==> src/rtl/sa_pkg.sv <==
// Shared constants, widths and FSM state type for the systolic-array operand feeder.
package sa_pkg;
  localparam int SA_N       = 8;
  localparam int SA_DW      = 8;
  localparam int STREAM_LEN = 3*SA_N - 2;
  localparam int IDX_W      = $clog2(SA_N);
  localparam int CNT_W      = $clog2(STREAM_LEN);
  localparam int LANE_W     = SA_N*SA_DW;

  typedef enum logic [1:0] {
    IDLE   = 2'd0,
    CLEAR  = 2'd1,
    STREAM = 2'd2,
    DONE   = 2'd3
  } sa_state_e;
endpackage

==> src/rtl/sa_operand_bank.sv <==
// NxN operand store, one N-wide vector per array lane, with a skewed diagonal read port.
module sa_operand_bank
  import sa_pkg::*;
#(
  parameter int N  = SA_N,
  parameter int DW = SA_DW,
  parameter int TW = $clog2(3*N-2)
) (
  input  logic                  clk,
  input  logic                  wr_en,
  input  logic [$clog2(N)-1:0]  wr_idx,
  input  logic [N*DW-1:0]       wr_data,
  input  logic [TW-1:0]         rd_t,
  output logic [N*DW-1:0]       rd_data
);
  localparam int KW = $clog2(N);

  // mem[l][k]: A uses l=row/k=col, B uses l=col/k=row, so one read rule serves both.
  logic [N-1:0][N-1:0][DW-1:0] mem;
  logic                        wr_ok;

  assign wr_ok = wr_en && ({1'b0, wr_idx} < (KW+1)'(N));

  always_ff @(posedge clk) begin
    if (wr_ok) mem[wr_idx] <= wr_data;
  end

  for (genvar l = 0; l < N; l++) begin : g_lane
    logic [TW-1:0]        k;
    logic                 in_win;
    logic [N-1:0][DW-1:0] vec;

    assign k      = rd_t - TW'(l);
    assign in_win = (rd_t >= TW'(l)) && (k < TW'(N));
    // Forward a same-cycle write so a run starting straight into STREAM sees it.
    assign vec    = (wr_ok && wr_idx == KW'(l)) ? wr_data : mem[l];
    assign rd_data[l*DW +: DW] = in_win ? vec[k[KW-1:0]] : '0;
  end
endmodule

==> src/rtl/sa_operand_feeder.sv <==
// Feeds skewed A rows / B columns into an NxN output-stationary systolic array.
// Optional SA_FEEDER_ACCUM_EN adds an accumulate input that skips the clear cycle.
module sa_operand_feeder
  import sa_pkg::*;
#(
  parameter int N  = SA_N,
  parameter int DW = SA_DW
) (
  input  logic                  clk,
  input  logic                  rst,
  input  logic                  wr_en,
  input  logic                  wr_sel,
  input  logic [$clog2(N)-1:0]  wr_idx,
  input  logic [N*DW-1:0]       wr_data,
  input  logic                  start,
`ifdef SA_FEEDER_ACCUM_EN
  input  logic                  accumulate,
`endif
  output logic                  busy,
  output logic                  done,
  output logic [N*DW-1:0]       a_out,
  output logic [N*DW-1:0]       b_out,
  output logic                  sa_en,
  output logic                  sa_clr
);
  localparam int LEN = 3*N - 2;
  localparam int TW  = $clog2(LEN);

  sa_state_e       state;
  logic [TW-1:0]   cnt;
  logic [TW-1:0]   rd_t;
  logic [N*DW-1:0] a_diag, b_diag;
  logic            a_we, b_we, skip_clr;

`ifdef SA_FEEDER_ACCUM_EN
  assign skip_clr = accumulate;
`else
  assign skip_clr = 1'b0;
`endif

  assign a_we = wr_en && (state == IDLE) && !wr_sel;
  assign b_we = wr_en && (state == IDLE) &&  wr_sel;

  // cnt holds the t currently on the outputs; the banks read the one to register next.
  assign rd_t = (state == STREAM) ? cnt + TW'(1) : '0;

  sa_operand_bank #(.N(N), .DW(DW), .TW(TW)) u_bank_a (
    .clk(clk), .wr_en(a_we), .wr_idx(wr_idx), .wr_data(wr_data),
    .rd_t(rd_t), .rd_data(a_diag)
  );

  sa_operand_bank #(.N(N), .DW(DW), .TW(TW)) u_bank_b (
    .clk(clk), .wr_en(b_we), .wr_idx(wr_idx), .wr_data(wr_data),
    .rd_t(rd_t), .rd_data(b_diag)
  );

  always_ff @(posedge clk) begin
    if (rst) begin
      state  <= IDLE;
      cnt    <= '0;
      busy   <= 1'b0;
      done   <= 1'b0;
      a_out  <= '0;
      b_out  <= '0;
      sa_en  <= 1'b0;
      sa_clr <= 1'b0;
    end else begin
      case (state)
        IDLE: begin
          done <= 1'b0;
          if (start) begin
            busy  <= 1'b1;
            sa_en <= 1'b1;
            cnt   <= '0;
            if (skip_clr) begin
              state  <= STREAM;
              sa_clr <= 1'b0;
              a_out  <= a_diag;
              b_out  <= b_diag;
            end else begin
              state  <= CLEAR;
              sa_clr <= 1'b1;
              a_out  <= '0;
              b_out  <= '0;
            end
          end
        end
        CLEAR: begin
          state  <= STREAM;
          cnt    <= '0;
          sa_clr <= 1'b0;
          a_out  <= a_diag;
          b_out  <= b_diag;
        end
        STREAM: begin
          if (cnt == TW'(LEN-1)) begin
            state <= DONE;
            busy  <= 1'b0;
            done  <= 1'b1;
            sa_en <= 1'b0;
            a_out <= '0;
            b_out <= '0;
          end else begin
            cnt   <= cnt + TW'(1);
            a_out <= a_diag;
            b_out <= b_diag;
          end
        end
        DONE: begin
          state <= IDLE;
          done  <= 1'b0;
        end
        default: state <= IDLE;
      endcase
    end
  end
endmodule

==> config.mk <==
export PLATFORM = sky130hd
export DESIGN_NAME = sa_operand_feeder
export DESIGN_NICKNAME = d
export VERILOG_FILES = /design/src/rtl/sa_pkg.sv /design/src/rtl/sa_operand_bank.sv /design/src/rtl/sa_operand_feeder.sv
export SDC_FILE = /design/constraint.sdc
export NUM_CORES = 2
export LEC_CHECK = 0
export CORE_MARGIN = 8
export CORE_UTILIZATION = 34
export DETAILED_ROUTE_END_ITERATION = 12
export PLACE_DENSITY_LB_ADDON = 0.12
export SYNTH_ARGS = -nofsm -noshare
export SYNTH_HDL_FRONTEND = slang
export SYNTH_SLANG_ARGS = --single-unit
export TNS_END_PERCENT = 10
==> constraint.sdc <==
create_clock -name clk -period 5.7 [get_ports clk]
set_input_delay 1.71 -clock clk [delete_from_list [all_inputs] [get_ports clk]]
set_output_delay 1.71 -clock clk [all_outputs]
set_load 0.03 [all_outputs]
-- After elaboration in Yosys (flattened, before gate mapping)
Cells that the tools add are included.
- $add $sub $neg: 8
- order comparisons: 26
- eq/ne operators: 14
- multiplexer cells: 86
- reduce and logical (&&, ||, !) cells: 42
- operators by type and width (cell ; number):
    $mux W64 ; 20
    $bwmux W512 ; 2
    $bmux W8 S3 ; 16
    $pmux W64 S3 ; 2
    $mux W8 ; 32
    $demux W64 S3 ; 1
    $lt A5 B4 Y1 const B ; 8
    $lt A3 B4 Y1 const B ; 9
    $logic_and A1 B1 Y1 ; 28
    $ge A5 B3 Y1 const B ; 4
    $sub A5 B3 Y5 const B ; 4
    $mux W5 ; 3
    $pmux W5 S3 ; 1
    $eq A3 B3 Y1 const B ; 4
    $ge A5 B1 Y1 const B ; 2
    $ge A5 B2 Y1 const B ; 2
    $sub A5 B2 Y5 const B ; 2
    $pmux W2 S4 ; 1
    $reduce_and A2 Y1 ; 4
    $eq A3 B2 Y1 const B ; 2
    $pmux W1 S2 ; 3
    $reduce_and A3 Y1 ; 2
    $reduce_bool A2 Y1 ; 3
    $add A5 B1 Y5 const B ; 1
    15 further kinds ; 20
- register bits after elaboration: 1162
- input port bits: 72

-- Depth between registers and ports, before layout
- word-level depth: 10
- depth in mapped cells: 19
- mapped depth without buffers: 11

-- Modules after synthesis
A second synthesis with hierarchy kept.
- cells, all modules: 3321
- area, all modules: 53657.7 µm²
- modules (own cells, without submodules) (module ; instances ; cells each ; area each (µm²) ; sequential area each (µm²)):
    sa_operand_bank at u_bank_b ; 1 ; 1487 ; 24420.9 ; 15374.7
    sa_operand_bank at u_bank_a ; 1 ; 1455 ; 24389.6 ; 15374.7
    sa_operand_feeder ; 1 ; 379 ; 4847.1 ; 2762.6

-- Worst setup path before layout
No wires, ideal clock.
- path type: input -> register
- start point: input port wr_idx[0]
- end point: register b_out[53]
- arrival time: 5.119 ns
- slack: 0.494 ns
- stages: 6
- path buffers: 1
- path through: nand4b_1 > nor2_1 > clkbuf_1 > mux4_2 > o22ai_1 > o31ai_1
- word-level cells in the longest chain between the ends: 8
- RTL lines (element ; line ; RTL):
    from (decl) ; sa_operand_feeder.sv:13 ; input logic [$clog2(N)-1:0] wr_idx,
    $eq A3 B3 Y1 (*) ; sa_operand_bank.sv:36 ; assign vec = (wr_ok && wr_idx == KW'(l)) ? wr_data : mem[l];
    $logic_and A1 B1 Y1 (*) ; sa_operand_bank.sv:36 ;
    $mux W64 (*) ; sa_operand_bank.sv:36 ;
    $bmux W8 S3 (*) ; sa_operand_bank.sv:37 ; assign rd_data[l*DW +: DW] = in_win ? vec[k[KW-1:0]] : '0;
    $mux W8 (not written as such) (*) ; sa_operand_bank.sv:37 ;
    $mux W8 (*) ; sa_operand_bank.sv:37 ;
    $mux W64 ; sa_operand_feeder.sv:96 ; if (cnt == TW'(LEN-1)) begin
    $pmux W64 S3 (*) ; sa_operand_feeder.sv:68 ; case (state)
    to (signal assigned) ; sa_operand_feeder.sv:79 ; b_out <= b_diag;
    to (signal assigned) ; sa_operand_feeder.sv:93 ; b_out <= b_diag;
    to (signal assigned) ; sa_operand_feeder.sv:106 ; b_out <= b_diag;
    to (decl) ; sa_operand_feeder.sv:22 ; output logic [N*DW-1:0] b_out,
Mark *: on every way between the ends. The rest lies on a longest branch, timed or not. The select of a mux whose other input is x is not followed.
A chain may end at the register's enable or synchronous reset.

-- Worst setup path in the final report
- start point: register state[0]
- end point: register a_out[62]
- word-level cells in the longest chain between the ends: 10
- elaborated cells on any way between the ends: 20
- RTL lines (element ; line ; RTL):
    from (decl) ; sa_operand_feeder.sv:29 ; sa_state_e state;
    from (signal assigned) ; sa_operand_feeder.sv:59 ; state <= IDLE;
    from (signal assigned) ; sa_operand_feeder.sv:76 ; state <= STREAM;
    from (signal assigned) ; sa_operand_feeder.sv:81 ; state <= CLEAR;
    branches (longest 10 deep; another with $sub A5 B3 Y5) ; - ;
    to (signal assigned) ; sa_operand_feeder.sv:78 ; a_out <= a_diag;
    to (signal assigned) ; sa_operand_feeder.sv:92 ; a_out <= a_diag;
    to (signal assigned) ; sa_operand_feeder.sv:105 ; a_out <= a_diag;
    to (decl) ; sa_operand_feeder.sv:21 ; output logic [N*DW-1:0] a_out,
Parallel ways; which one is timed is not known. The select of a mux whose other input is x is not followed.

==> metrics.txt <==
fraction of power spent switching nets=between 20 and 30%; first-pass GRT wire length=between 200000 and 300000 µm; Place WS=just over 0.9 ns; number of buffers between clock root and the deepest sink=3; Critical Setup Path Class=reg2reg; syn nets=3606; TritonCTS clock tree=yes; combinational cell fraction of total power=22.4%; final critical path time including I/O delays and setup=4.30 ns; sequential fraction of the synthesis area=between 60 and 70%; worst-case setup margin in the final layout=around 1.4 ns; routed wirelength normalized by instance count=32.1 µm; Post-DP Area=56900 µm²; HP Class=reg2reg; via density per instance=~5.8; Post-Synth XOR/XNOR Area=0.285%; leakage dissipation=slightly below 20 nW; post-cts repair resize count=0; part of the power in the clock network=~37%; Synth-to-Final Area Change=17.9%; Total GRT Usage=between 20 and 25%; number of setup buffers added after CTS=0; drt total wl=189000 µm; post-route non-filler standard cell count=5879; fin nets=3810; clock insertion delay at the later pin of the skew report=0.77 ns; number of H-tree levels=4; Synth async-reset ratio=0%; crit path DAT=between 4 and 5 ns; most frequent cells in the layout=sky130_fd_sc_hd__edfxtp_1, sky130_fd_sc_hd__nand2_1, sky130_fd_sc_hd__mux4_2; via count of the first global-routing pass=approximately 33000; die span in x=407 µm; placed cell count=5618; post-route fraction of the period consumed by the critical path=about three quarters; Warnings, synthesis=0; clock buffers created by TritonCTS=between 100 and 150; I/O Pins=between 200 and 250; half-perimeter wire length after detailed placement=roughly 110000 µm; count of routing violations after the opening detailed-route iteration=3314; CTS root buf=sky130_fd_sc_hd__clkbuf_16; number of iterations in the first detailed-routing pass=6; simple logic cell fraction of the synthesized area=around 6.5%; EDFF count, synth=1024; y dimension of the die=407 µm; Worst Setup End Kind=register; Layout Utilization=about two fifths; number of remaining DRC errors=0; number of setup violations in the final report=0; count of state elements after synthesis=1162; worst hold margin=0.452 ns; Final Max Slew Viols=0; Slew @ Worst Pin=1.15 ns; initial core utilization=34.2%; total vias in the final route=about 34000; most common cell after layout, fill and taps aside=sky130_fd_sc_hd__edfxtp_1; total chip power=23.2 mW; placer's final routability congestion estimate=0.795; max-capacitance violation count=0; Post-Route Setup TNS=0 ns; largest family of logic cells by synthesized area=multiplexers; remaining max-slew budget at the tightest pin=23.1%; fraction of final layout cells with drive strength greater than 1=between 10% and 20%; post-route standard cell area excluding fillers=61200 µm²; Synth Area in Compound Gates=approximately a tenth; maximum number of pins on one net before global-route repair=149; switching power total=6.89 mW; overall overflow remaining after global route=0; internal portion of total power=16.4 mW; hold-fix buffer count after cts=0; Filler cells=approximately 14000; Post-Syn Area per Cell=14.7 µm²; RSZ-0062 raised after global routing=false; Core Rows=143; Worst EP required=between 6 and 7 ns; final hold viol count=0; Worst Clk Skew=0.0272 ns; maximum VDD drop=just over 0.3 mV; Die ar.=165000 µm²; proportion of synthesized area in mux cells=15.7%; Max Fclk=roughly 0.23 GHz; number of distinct standard cells referenced by the synthesized netlist=58; startpoint type of the worst setup path=register; ANT nets after route=0; post-synth design cell area=between 50000 and 60000 µm²; ys flop type=sky130_fd_sc_hd__edfxtp_1; power per cell area=380 nW/µm²; Core Footprint=152000 µm²; result of the run=complete, no violations; crit path max fanout=52; sink count of the clock tree=1162; Adder-Cell Fraction of Synth Area=less than 1%; clock transition at the register clock pins on the worst setup and hold paths after CTS=0.06 ns; number of input and output port buffers inserted=slightly above 200; antenna violations before repair=22; number of instances in the synthesized netlist=between 3000 and 4000; relative contribution of sequential cells to total power=41.0%
==> worst paths after layout <==
path	start	slack, ns	end	depth (start not counted)
max	state[0]	1.40	a_out[62]	11
max reg2reg	state[0]	1.40	a_out[62]	11
min reg2reg	a_out[55]	0.45	a_out[55]	2
min	a_out[55]	0.45	a_out[55]	2
==> routing by layer <==
layer	up-vias	part of all wire (%)	global-route usage, %
met4	2	2.8	6.59
li1	14568	-	-
met5	-	0.0037	0
met3	222	6.1	3.63
met2	1245	47	36.0
met1	18006	44	30.9
==> layout make-up <==
class / instances / area, µm² / area share [%]
diodes: 6 / 15.0 / 0.0245
well taps: 2030 / 2540 / 4.15
clock buffers: 196 / 3870 / 6.32
clock inverters: 59 / 432 / 0.706
repair buffers: 386 / 3560 / 5.82
multi-input cells: 2021 / 17200 / 28.1
flip-flops and latches: 1162 / 33500 / 54.8
inverters: 19 / 91.3 / 0.149
==> registers in the layout (all words and copies together) (netlist names) <==
signal	flops
done	1
sa_clr	1
a_out	64
u_bank_a.mem	512
state	2
cnt	5
u_bank_b.mem	512
sa_en	1
b_out	64
==> cell usage after synthesis, types with 4 or more instances <==
master,n,share of area [%]
sky130_fd_sc_hd__nand2_1,552,4.0
sky130_fd_sc_hd__buf_2,67,0.65
sky130_fd_sc_hd__mux2i_4,4,0.17
sky130_fd_sc_hd__nand3_1,11,0.11
sky130_fd_sc_hd__a21oi_1,179,1.7
sky130_fd_sc_hd__a41oi_1,32,0.54
sky130_fd_sc_hd__and2_1,8,0.096
sky130_fd_sc_hd__buf_4,4,0.058
sky130_fd_sc_hd__edfxtp_1,1024,59
sky130_fd_sc_hd__clkbuf_1,224,1.6
sky130_fd_sc_hd__xnor2_1,13,0.22
sky130_fd_sc_hd__a31oi_1,5,0.060
sky130_fd_sc_hd__o311ai_0,61,1.0
sky130_fd_sc_hd__or3_1,34,0.41
sky130_fd_sc_hd__a211o_2,6,0.12
sky130_fd_sc_hd__mux2i_1,159,3.1
sky130_fd_sc_hd__dfxtp_1,138,5.3
sky130_fd_sc_hd__nor2_1,72,0.52
sky130_fd_sc_hd__nor3_1,101,0.97
sky130_fd_sc_hd__o22ai_1,164,2.0
sky130_fd_sc_hd__a211o_1,58,0.98
sky130_fd_sc_hd__ha_1,11,0.27
sky130_fd_sc_hd__o21ai_0,33,0.32
sky130_fd_sc_hd__a22o_1,46,0.78
sky130_fd_sc_hd__nor2b_1,7,0.084
sky130_fd_sc_hd__inv_1,15,0.11
sky130_fd_sc_hd__nand2b_1,11,0.13
sky130_fd_sc_hd__a32oi_1,22,0.37
sky130_fd_sc_hd__o31ai_1,47,0.68
sky130_fd_sc_hd__a211oi_1,7,0.10
sky130_fd_sc_hd__a2111oi_0,64,1.1
sky130_fd_sc_hd__buf_1,22,0.16
sky130_fd_sc_hd__mux4_2,286,12
==> power groups by stage <==
stage	Clock [mW]	Combinational [mW]	Sequential, mW
after floorplan	0	3.36	9.73
after global placement	0	5.24	9.71
after detailed placement	0	5.25	9.71
after CTS	8.69	5.27	9.53
after global routing	9.02	5.58	9.55
final	8.49	5.21	9.54
==> logic make-up after synthesis <==
kind of cell               count (synthesis)
DFF                                     1162
and+or+nand+nor                          810
AOI/OAI and AO/OA                        735
muxes                                    449
buffers and inverters                    340
xor gates and xnor gates                  16
adders and majority gates                 11
==> worst max-delay path: stages, from the launching register on <==
cell	delay, ns
sky130_fd_sc_hd__dfxtp_1	0.35
sky130_fd_sc_hd__inv_1	0.09
sky130_fd_sc_hd__ha_1	0.22
sky130_fd_sc_hd__nand2b_4	0.27
sky130_fd_sc_hd__inv_8	0.53
sky130_fd_sc_hd__ha_1	0.59
sky130_fd_sc_hd__nor2_1	0.20
sky130_fd_sc_hd__mux2i_4	0.80
sky130_fd_sc_hd__a211o_1	0.20
sky130_fd_sc_hd__a41oi_1	0.10
sky130_fd_sc_hd__or3_1	0.56
sky130_fd_sc_hd__a22o_1	0.25
Power figures use the tool's default switching activity.
